**src/rtl/arcade_input_mapper.sv**
```systemverilog
// arcade_input_mapper: merges hps joysticks and the PS/2 keyboard into
// active-low per-player controls. It also resolves opposing directions
// (SOCD), applies per-button autofire and stretches coin pulses.
// Ports:
//   clk_sys, reset     : clock and synchronous active-high reset
//   vblank             : frame marker, a rising edge is one frame tick
//   joystick_in        : 16 bits per player {.., btn i at 4+i, up, down, left, right}
//   ps2_key            : [10] toggle, [9] pressed, [7:0] scancode
//   af_mask            : per-button autofire enable, BUTTONS bits per player
//   joystick_n         : per player {up,down,left,right}, active low
//   buttons_n          : per player action buttons, active low
//   start_n, coin_n    : per player, active low
//   pause_btn          : active high, any pause source
module arcade_input_mapper #(
  parameter int unsigned PLAYERS        = 2,
  parameter int unsigned BUTTONS        = 4,
  parameter int unsigned START_BIT      = 10,
  parameter int unsigned COIN_BIT       = 11,
  parameter int unsigned PAUSE_BIT      = 12,
  parameter int unsigned AF_FRAMES      = 2,
  parameter int unsigned COIN_FRAMES    = 3,
  parameter int unsigned KB_ALL_PLAYERS = 0
) (
  input  logic                         clk_sys,
  input  logic                         reset,
  input  logic                         vblank,
  input  logic [16*PLAYERS-1:0]        joystick_in,
  input  logic [10:0]                  ps2_key,
  input  logic [BUTTONS*PLAYERS-1:0]   af_mask,
  output logic [4*PLAYERS-1:0]         joystick_n,
  output logic [BUTTONS*PLAYERS-1:0]   buttons_n,
  output logic [PLAYERS-1:0]           start_n,
  output logic [PLAYERS-1:0]           coin_n,
  output logic                         pause_btn
);

  localparam int unsigned AF_W = (AF_FRAMES > 1) ? $clog2(AF_FRAMES) : 1;
  localparam int unsigned CN_W = (COIN_FRAMES > 0) ? $clog2(COIN_FRAMES + 1) : 1;
  localparam logic [AF_W-1:0] AF_LAST = AF_W'(AF_FRAMES - 1);
  localparam logic [CN_W-1:0] CN_LOAD = CN_W'(COIN_FRAMES);

  // Keyboard state: one held bit per mapped key
  logic       toggle_q;
  logic [3:0] kb_dir;      // {up,down,left,right}
  logic [1:0] kb_btn;
  logic [1:0] kb_start;
  logic [1:0] kb_coin;
  logic       kb_pause;

  always_ff @(posedge clk_sys) begin
    toggle_q <= ps2_key[10];
    if (reset) begin
      kb_dir   <= '0;
      kb_btn   <= '0;
      kb_start <= '0;
      kb_coin  <= '0;
      kb_pause <= 1'b0;
    end else if (ps2_key[10] != toggle_q) begin
      case (ps2_key[7:0])
        8'h16:   kb_start[0] <= ps2_key[9];
        8'h1E:   kb_start[1] <= ps2_key[9];
        8'h2E:   kb_coin[0]  <= ps2_key[9];
        8'h36:   kb_coin[1]  <= ps2_key[9];
        8'h4D:   kb_pause    <= ps2_key[9];
        8'h75:   kb_dir[3]   <= ps2_key[9];
        8'h72:   kb_dir[2]   <= ps2_key[9];
        8'h6B:   kb_dir[1]   <= ps2_key[9];
        8'h74:   kb_dir[0]   <= ps2_key[9];
        8'h14:   kb_btn[0]   <= ps2_key[9];
        8'h11:   kb_btn[1]   <= ps2_key[9];
        default: ;
      endcase
    end
  end

  // Frame tick from a registered vblank edge detector
  logic vblank_q;
  logic tick;

  always_ff @(posedge clk_sys) begin
    if (reset) vblank_q <= 1'b0;
    else       vblank_q <= vblank;
  end

  assign tick = vblank & ~vblank_q;

  // Player-1 keys only exist when there is a second player
  logic [PLAYERS-1:0] kb_start_p;
  logic [PLAYERS-1:0] kb_coin_p;
  logic [BUTTONS-1:0] kb_btn_b;

  assign kb_start_p = PLAYERS'(kb_start);
  assign kb_coin_p  = PLAYERS'(kb_coin);
  assign kb_btn_b   = BUTTONS'(kb_btn);

  logic [4*PLAYERS-1:0]       joystick_d;
  logic [BUTTONS*PLAYERS-1:0] buttons_d;
  logic [PLAYERS-1:0]         start_d;
  logic [PLAYERS-1:0]         coin_d;
  logic [PLAYERS-1:0]         pause_vec;

  for (genvar p = 0; p < PLAYERS; p++) begin : g_player
    localparam bit KB_EN = (p == 0) || (KB_ALL_PLAYERS != 0);

    logic [15:0]        joy;
    logic [3:0]         dir_raw;
    logic [3:0]         dir_clean;
    logic [BUTTONS-1:0] btn_raw;
    logic [BUTTONS-1:0] mask;
    logic               af_active;
    logic [AF_W-1:0]    af_cnt;
    logic               af_phase;
    logic               coin_raw;
    logic               coin_q;
    logic [CN_W-1:0]    coin_cnt;

    assign joy     = joystick_in[16*p +: 16];
    assign mask    = af_mask[BUTTONS*p +: BUTTONS];
    assign dir_raw = joy[3:0] | (KB_EN ? kb_dir : 4'b0000);
    assign btn_raw = joy[4 +: BUTTONS] | (KB_EN ? kb_btn_b : BUTTONS'(0));

    // Opposing directions on one axis cancel; the other axis passes
    assign dir_clean[3:2] = (dir_raw[3] & dir_raw[2]) ? 2'b00 : dir_raw[3:2];
    assign dir_clean[1:0] = (dir_raw[1] & dir_raw[0]) ? 2'b00 : dir_raw[1:0];

    assign af_active = |(btn_raw & mask);
    assign coin_raw  = joy[COIN_BIT] | kb_coin_p[p];

    // Autofire: phase starts high so a fresh press asserts at once
    always_ff @(posedge clk_sys) begin
      if (reset || !af_active) begin
        af_cnt   <= '0;
        af_phase <= 1'b1;
      end else if (tick) begin
        if (af_cnt == AF_LAST) begin
          af_cnt   <= '0;
          af_phase <= ~af_phase;
        end else begin
          af_cnt <= af_cnt + AF_W'(1);
        end
      end
    end

    // Coin stretch: a rising edge (re)loads, ticks count down; load wins
    always_ff @(posedge clk_sys) begin
      if (reset) begin
        coin_q   <= 1'b0;
        coin_cnt <= '0;
      end else begin
        coin_q <= coin_raw;
        if (coin_raw && !coin_q)                coin_cnt <= CN_LOAD;
        else if (tick && (coin_cnt != '0))      coin_cnt <= coin_cnt - CN_W'(1);
      end
    end

    assign joystick_d[4*p +: 4]             = ~dir_clean;
    assign buttons_d[BUTTONS*p +: BUTTONS]  = ~(btn_raw & ({BUTTONS{af_phase}} | ~mask));
    assign start_d[p]                       = ~(joy[START_BIT] | kb_start_p[p]);
    assign coin_d[p]                        = ~(coin_raw | (coin_cnt != '0));
    assign pause_vec[p]                     = joy[PAUSE_BIT];
  end

  // Output register
  always_ff @(posedge clk_sys) begin
    if (reset) begin
      joystick_n <= '1;
      buttons_n  <= '1;
      start_n    <= '1;
      coin_n     <= '1;
      pause_btn  <= 1'b0;
    end else begin
      joystick_n <= joystick_d;
      buttons_n  <= buttons_d;
      start_n    <= start_d;
      coin_n     <= coin_d;
      pause_btn  <= kb_pause | (|pause_vec);
    end
  end

  // Bits of the hps words that carry no mapped control
  logic unused_bits;
  assign unused_bits = ^{ps2_key[8], joystick_in};

endmodule

```
**config.mk**
```make
export PLATFORM = sky130hd
export DESIGN_NAME = arcade_input_mapper
export DESIGN_NICKNAME = d
export VERILOG_FILES = /design/src/rtl/arcade_input_mapper.sv
export SDC_FILE = /design/constraint.sdc
export NUM_CORES = 1
export LEC_CHECK = 0
export CORE_MARGIN = 5
export CORE_UTILIZATION = 45
export DETAILED_ROUTE_END_ITERATION = 8
export GPL_TIMING_DRIVEN = 1
export PLACE_DENSITY_LB_ADDON = 0.25
export REMOVE_ABC_BUFFERS = 1
export SKIP_LAST_GASP = 1
export SYNTH_ARGS = -nofsm -noshare
export SYNTH_HDL_FRONTEND = slang
export SYNTH_SLANG_ARGS = --single-unit
```
**constraint.sdc**
```tcl
create_clock -name clk_sys -period 3.95 [get_ports clk_sys]
set_input_delay 0.395 -clock clk_sys [delete_from_list [all_inputs] [get_ports clk_sys]]
set_output_delay 0.395 -clock clk_sys [all_outputs]
set_load 0.02 [all_outputs]
```
==> results of run 1 <==
==> worst register-to-register path, cell delays in order (launching register included) <==
cell,delay [ns]
dfxtp_1,0.33
xor2_1,0.66
nand4b_1,0.24
mux2i_1,0.17
==> state kept, by name (all words and copies together) (netlist names) <==
| name | count |
|---|---|
| g_player.af_phase | 2 |
| coin_n | 2 |
| start_n | 2 |
| kb_start | 2 |
| buttons_n | 8 |
| kb_coin | 2 |
| joystick_n | 8 |
| toggle_q | 1 |
| kb_btn | 2 |
| pause_btn | 1 |
| kb_pause | 1 |
| kb_dir | 4 |
| g_player.af_cnt | 2 |
| g_player.coin_q | 2 |
| vblank_q | 1 |
| g_player.coin_cnt | 4 |
==> path summary, 6_finish.rpt <==
path | start | to | slack [ns]
setup / recovery | ps2_key[10] | kb_pause$_SDFFE_PP0P_ | 2.16
setup reg to reg | toggle_q$_DFF_P_ | kb_pause$_SDFFE_PP0P_ | 2.43
hold reg to reg | kb_start[1]$_SDFFE_PP0P_ | start_n[1]$_SDFF_PP1_ | 0.45
hold / removal | kb_start[1]$_SDFFE_PP0P_ | start_n[1]$_SDFF_PP1_ | 0.45
==> through the flow <==
stage,cells,setup slack [ns]
after detailed placement,285,1.81
final,292,2.16
after global placement,285,1.86
after global routing,292,1.98
after floorplan,171,2.63
after CTS,292,2.11
==> placed cells by master (no fill, tap or decap), types with 5 or more instances in the layout <==
master and n:
dfxtp_1 44, nand3_1 6, a21oi_1 7, nand2b_1 16, mux2i_1 11, inv_1 7
clkdlybuf4s50_1 63, clkbuf_8 5, nor2_1 11
==> power groups by stage <==
stage	clock network (uW)	registers, uW	logic, uW
4_1_cts	272	472	157
6_report	262	472	156
3_5_place_dp	0	483	156
3_3_place_gp	0	482	154
5_1_grt	287	475	170
2_1_floorplan	0	497	53.3
==> cell families (layout without fill, tap and decap cells) <==
family	count (synthesis)	in the layout	synth area share
compound gates	25	25	0.0878
fa+ha+maj	2	2	0.0138
flops	44	44	0.487
simple gates	75	75	0.285
buf+inv	13	78	0.0290
xor+xnor	5	5	0.0242
mux	13	13	0.0733
==> cell type report <==
class                   instances  area share
well taps                      50      0.0244
clock inverters                 1     0.00195
inverters                       7      0.0103
repair buffers                 64       0.249
multi-input cells             120       0.342
flip-flops and latches         44       0.344
clock buffers                   6      0.0283
==> metal layers <==
metal  GRT usage  vias to the layer above  share of wire
li1            -                      753              -
met1       0.175                      664           0.45
met2       0.260                       55           0.44
met3      0.0410                        6           0.10
met4      0.0543                        0         0.0088
met5           0                        -              0
==> impl_metrics.toml, run 1 <==
[floorplanning]
initial_utilization = 0.459
rows = 23
pin_count = 75
core-area_um2 = 3940
fp.dieH_um = 73.4
die-area_um2 = 5390
die_x_um = 73.4

[timing]
skew_ns = 0.00305
tightest_slew_ns = 0.823
post-route-min-period_ns = 1.79
fin_tns_setup_ns = 0
rsz0062_at_grt = "no"
fmax_mhz = 560
finalHoldViolations = 0
fin_crit_sh = 0.452
setup_violations = 0
relSlewSlack = 0.450
slew_viol_final = 0
holdWs_ns = 0.452

[global_routing]
track_usage = 0.150
overflow = 0
grt_max_degree = 25
antenna_found_initial = 0
grt_pass1_vias = 1499
grt_pass1_wl_um = 6350

[drt]
wl_um = 3880
ant_nets = 0
via_per_inst = 5.06
vias = 1478
avgRoutedWirePerCell_um = 13.3
drt_iter0_drc = 44
drc = 0
drt_pass1_iterations = 4

[yosys]
synth_area_leader_cell = "dfxtp_1"
ys_types = 41
synth_most_common_cell = "dfxtp_1"
synth_commonest_cells = "44 x dfxtp_1, 16 x nand2b_1, 11 x mux2i_1, 11 x nor2_1"
yosysTopAreaCellShare = 0.487
seq_area_frac_synth = 0.487
synth_edf_count = 0
synth.area.top_cells = "dfxtp_1 49%, mux2i_1 6.1%, nand2b_1 5.5%, nor2_1 2.3%, a211o_1 1.9%"
yosys_warnings = 0
ys.flop_type = "dfxtp_1"
syn_area_per_cell_um2 = 10.2
ys_async_sr_fraction = 0
ys_ff_latch = 44
synthCells = 177
synthesis.area_um2 = 1810

[cts]
clkSinkCount = 44
cts.clk_slew.worst_paths_ns = 0.08
cts_tree = "done"
htree_levels = 2
cts-root-buf = "clkbuf_8"
cts_repair_resize_count = 0
clock_latency_ns = 0.29
cts_hold_buffers = 0
postCtsSetupBuffers = 0
cts_buffers = 5
clockBufferDepth = 2

[power_and_ir_drop]
power_frac_comb = 0.175
leakage_uw = 0.00107
total_power_uw = 890
switchingPower_uw = 216
ir_drop_mv = 0.182
swShare = 0.242
power_density_nw_per_um2 = 347
p_int_uw = 674
pwr-share-clk = 0.294
p_seq_frac = 0.531

[placement]
dp_hpwl_um = 2900
post_dp_cell_area_um2 = 2480
port_buffers = 63
gp_congestion = 0.719

[worst_setup_path]
crit_slowest_cell = "xor2_1"
worst-path-buf-inv = 1
worst_setup_path_start_kind = "input pin"
path_max_fanout = 11
max_stage_delay_ns = 0.66
crit_family = "XOR/XNOR gates"
required_ns = 4.11
cp_cell_sequence = "clkdlybuf4s50_1, xor2_1, nand4b_1, mux2i_1"
worst-path-stages = 4
crit_type = "in -> reg"
end_kind = "flop"
arrival_ns = 1.95
rr_worst_depth = 3

[finish]
seqCellArea_um2 = 881
drive_gt1_frac = 0.0785
n_antenna_cell = 0
final_core_util = 0.650
nFillCells = 357
multi_input_comb_area_um2 = 877
nets = 298
syn_to_final_growth_pct = 41.5
post-route-cell-area_um2 = 2560

[hold_path]
hold_depth = 1
hold_path_class = "reg -> reg"

[outcome]
status = "finished, final reports clean"

[flow_run]
drv_cap = 0
(Power assumes the default switching activity.)
==> inputs of run 2 (changes only) <==
--- a/config.mk
+++ b/config.mk
@@ -6,7 +6,7 @@
 export NUM_CORES = 1
 export LEC_CHECK = 0
 export CORE_MARGIN = 5
-export CORE_UTILIZATION = 45
+export CORE_UTILIZATION = 38
 export DETAILED_ROUTE_END_ITERATION = 8
 export GPL_TIMING_DRIVEN = 1
 export PLACE_DENSITY_LB_ADDON = 0.25
==> constraint.sdc (replaced) <==
create_clock -name clk_sys -period 1.48 [get_ports clk_sys]
set_input_delay 0.148 -clock clk_sys [delete_from_list [all_inputs] [get_ports clk_sys]]
set_output_delay 0.148 -clock clk_sys [all_outputs]
set_load 0.02 [all_outputs]
==> run 2 against run 1 <==
First-iteration DRC count decreased by 14%. Utilization decreased by 8.1 points. Flip-flop and latch count unchanged. Via count increased by 1.1%. Critical endpoint is now g_player[0].coin_cnt[1]$_SDFFE_PP0P_. Final cell count increased by 3.1%. Hold slack got worse by 0.11 ns. Register-to-register slack got worse by 2.3 ns. Clock skew decreased by 0.00080 ns. Non-clock buffer count increased by 5. Critical path depth increased by 1. Sequential share of layout area decreased by 1.1 points. Clock power increased to 3.0 times the previous value.
==> impl_metrics.toml, run 2 (same netlist as run 1, synthesis figures left out) <==
[finish]
syn_to_final_growth_pct = 46.4
reg.largest.list = "buttons_n (8), joystick_n (8)"
mostFrequentLayoutCells = "63 x clkdlybuf4s50_1, 43 x dfxtp_1, 16 x nand2b_1"
n_antenna_cell = 0
final_core_util = 0.569
final_common_cell = "clkdlybuf4s50_1"
final_cells = 301
nets = 303
nFillCells = 427
drive_gt1_frac = 0.105

[timing]
setup_violations = 0
fin_crit_sh = 0.921
relSlewSlack = 0.798
slew_viol_final = 0
fin_tns_setup_ns = 0
tightest_slew_ns = 0.301
holdWs_ns = 0.347
post-route-min-period_ns = 1.36
finalWorstSetupSlack_ns = 0.117
rsz0062_at_grt = "no"
fmax_mhz = 734
finalHoldViolations = 0
skew_ns = 0.00225

[global_routing]
grt_pass1_vias = 1452
grt_max_degree = 31
antenna_found_initial = 0
overflow = 0
track_usage = 0.129
grt_pass1_wl_um = 6400

[hold_path]
hold_path_class = "in -> reg"

[cts]
cts_hold_buffers = 0
htree_levels = 2
cts.clk_slew.worst_paths_ns = 0.08
cts_buffers = 5
clock_latency_ns = 0.29
clockBufferDepth = 2
cts_repair_resize_count = 0
postCtsSetupBuffers = 0
clkSinkCount = 44
cts_tree = "done"
cts-root-buf = "clkbuf_8"

[placement]
preCtsSetupSlack_ns = 0.0349
numPlacedInstances = 294
port_buffers = 63
dp_hpwl_um = 2870
gp_congestion = 0.722

[worst_setup_path]
crit_type = "reg -> reg"
max_stage_delay_ns = 0.35
path_max_fanout = 2
cp_cell_sequence = "inv_1, ha_1, nor3b_2, mux2_2, a21oi_1"
end_kind = "flop"
crit_slowest_cell = "dfxtp_1"
arrival_ns = 1.59
worst_setup_path_start_kind = "flop"
required_ns = 1.71

[floorplanning]
die_x_um = 79.0
rows = 25
pin_count = 75
core-area_um2 = 4660
die-area_um2 = 6240
initial_utilization = 0.388
fp.dieH_um = 79.0

[power_and_ir_drop]
p_seq_frac = 0.506
p_int_uw = 1910
power_density_nw_per_um2 = 939
switchingPower_uw = 574
swShare = 0.231
leakage_uw = 0.00112
power_frac_comb = 0.176
pwr-share-clk = 0.317
ir_drop_mv = 0.481

[drt]
drc = 0
drt_iter0_drc = 38
wl_um = 3890
ant_nets = 0
vias = 1494
avgRoutedWirePerCell_um = 12.9
via_per_inst = 4.96
drt_pass1_iterations = 4

[flow_run]
drv_cap = 0

[outcome]
status = "finished, final reports clean"
==> run 2: cell count changes in the layout (fill, tap and decap cells not counted) <==
cell,before,now
clkbuf_1,1,0
buf_12,0,2
dfxtp_2,0,1
clkbuf_8,5,7
clkinv_2,1,0
buf_4,1,4
dfxtp_1,44,43
==> run 2: layout make-up <==
type / instances / area, um2 / share of cell area
sequential: 44 / 882 / 0.333
multi-input combinational: 120 / 877 / 0.331
timing repair buffer: 69 / 701 / 0.264
clock buffer: 7 / 96.3 / 0.0364
tap: 54 / 67.6 / 0.0255
inverter: 7 / 26.3 / 0.00992
==> run 2: per-layer routing <==
layer  vias to the layer above  GRT usage  part of all wire
met3                         5     0.0465             0.099
met2                        56      0.202              0.43
li1                        763          -                 -
met5                         -          0                 0
met4                         0     0.0619             0.016
met1                       670      0.156              0.46
==> run 2: path summary, 6_finish.rpt <==
kind,startpoint,to,slack (ns),cells after the start
max,g_player[0].coin_cnt[0]$_SDFFE_PP0P_,g_player[0].coin_cnt[1]$_SDFFE_PP0P_,0.12,5
min,ps2_key[10],toggle_q$_DFF_P_,0.35,1
max reg2reg,g_player[0].coin_cnt[0]$_SDFFE_PP0P_,g_player[0].coin_cnt[1]$_SDFFE_PP0P_,0.12,5
min reg2reg,kb_start[1]$_SDFFE_PP0P_,start_n[1]$_SDFF_PP1_,0.45,1
==> run 2: critical path: cells and delay by family, from the launching register on <==
kind	cells	cell delay, ns
flip-flops	1	0.35
adder cells (fa/ha/maj)	1	0.21
multiplexers	1	0.35
AO/OA/AOI/OAI	1	0.13
AND/OR/NAND/NOR	1	0.20
buffers and inverters	1	0.05
==> run 2: metrics by stage <==
step                power, uW  area (um2)
floorplan                1470        1780
global placement         1720        2550
detailed placement       1730        2550
CTS                      2530        2650
global route             2620        2650
finish                   2490        2650
==> run 2: power groups by stage <==
stage	clock network, uW	registers [uW]	logic (uW)
2_1_floorplan	0	1330	142
3_3_place_gp	0	1290	436
3_5_place_dp	0	1290	442
4_1_cts	827	1260	444
5_1_grt	872	1270	479
6_report	789	1260	439
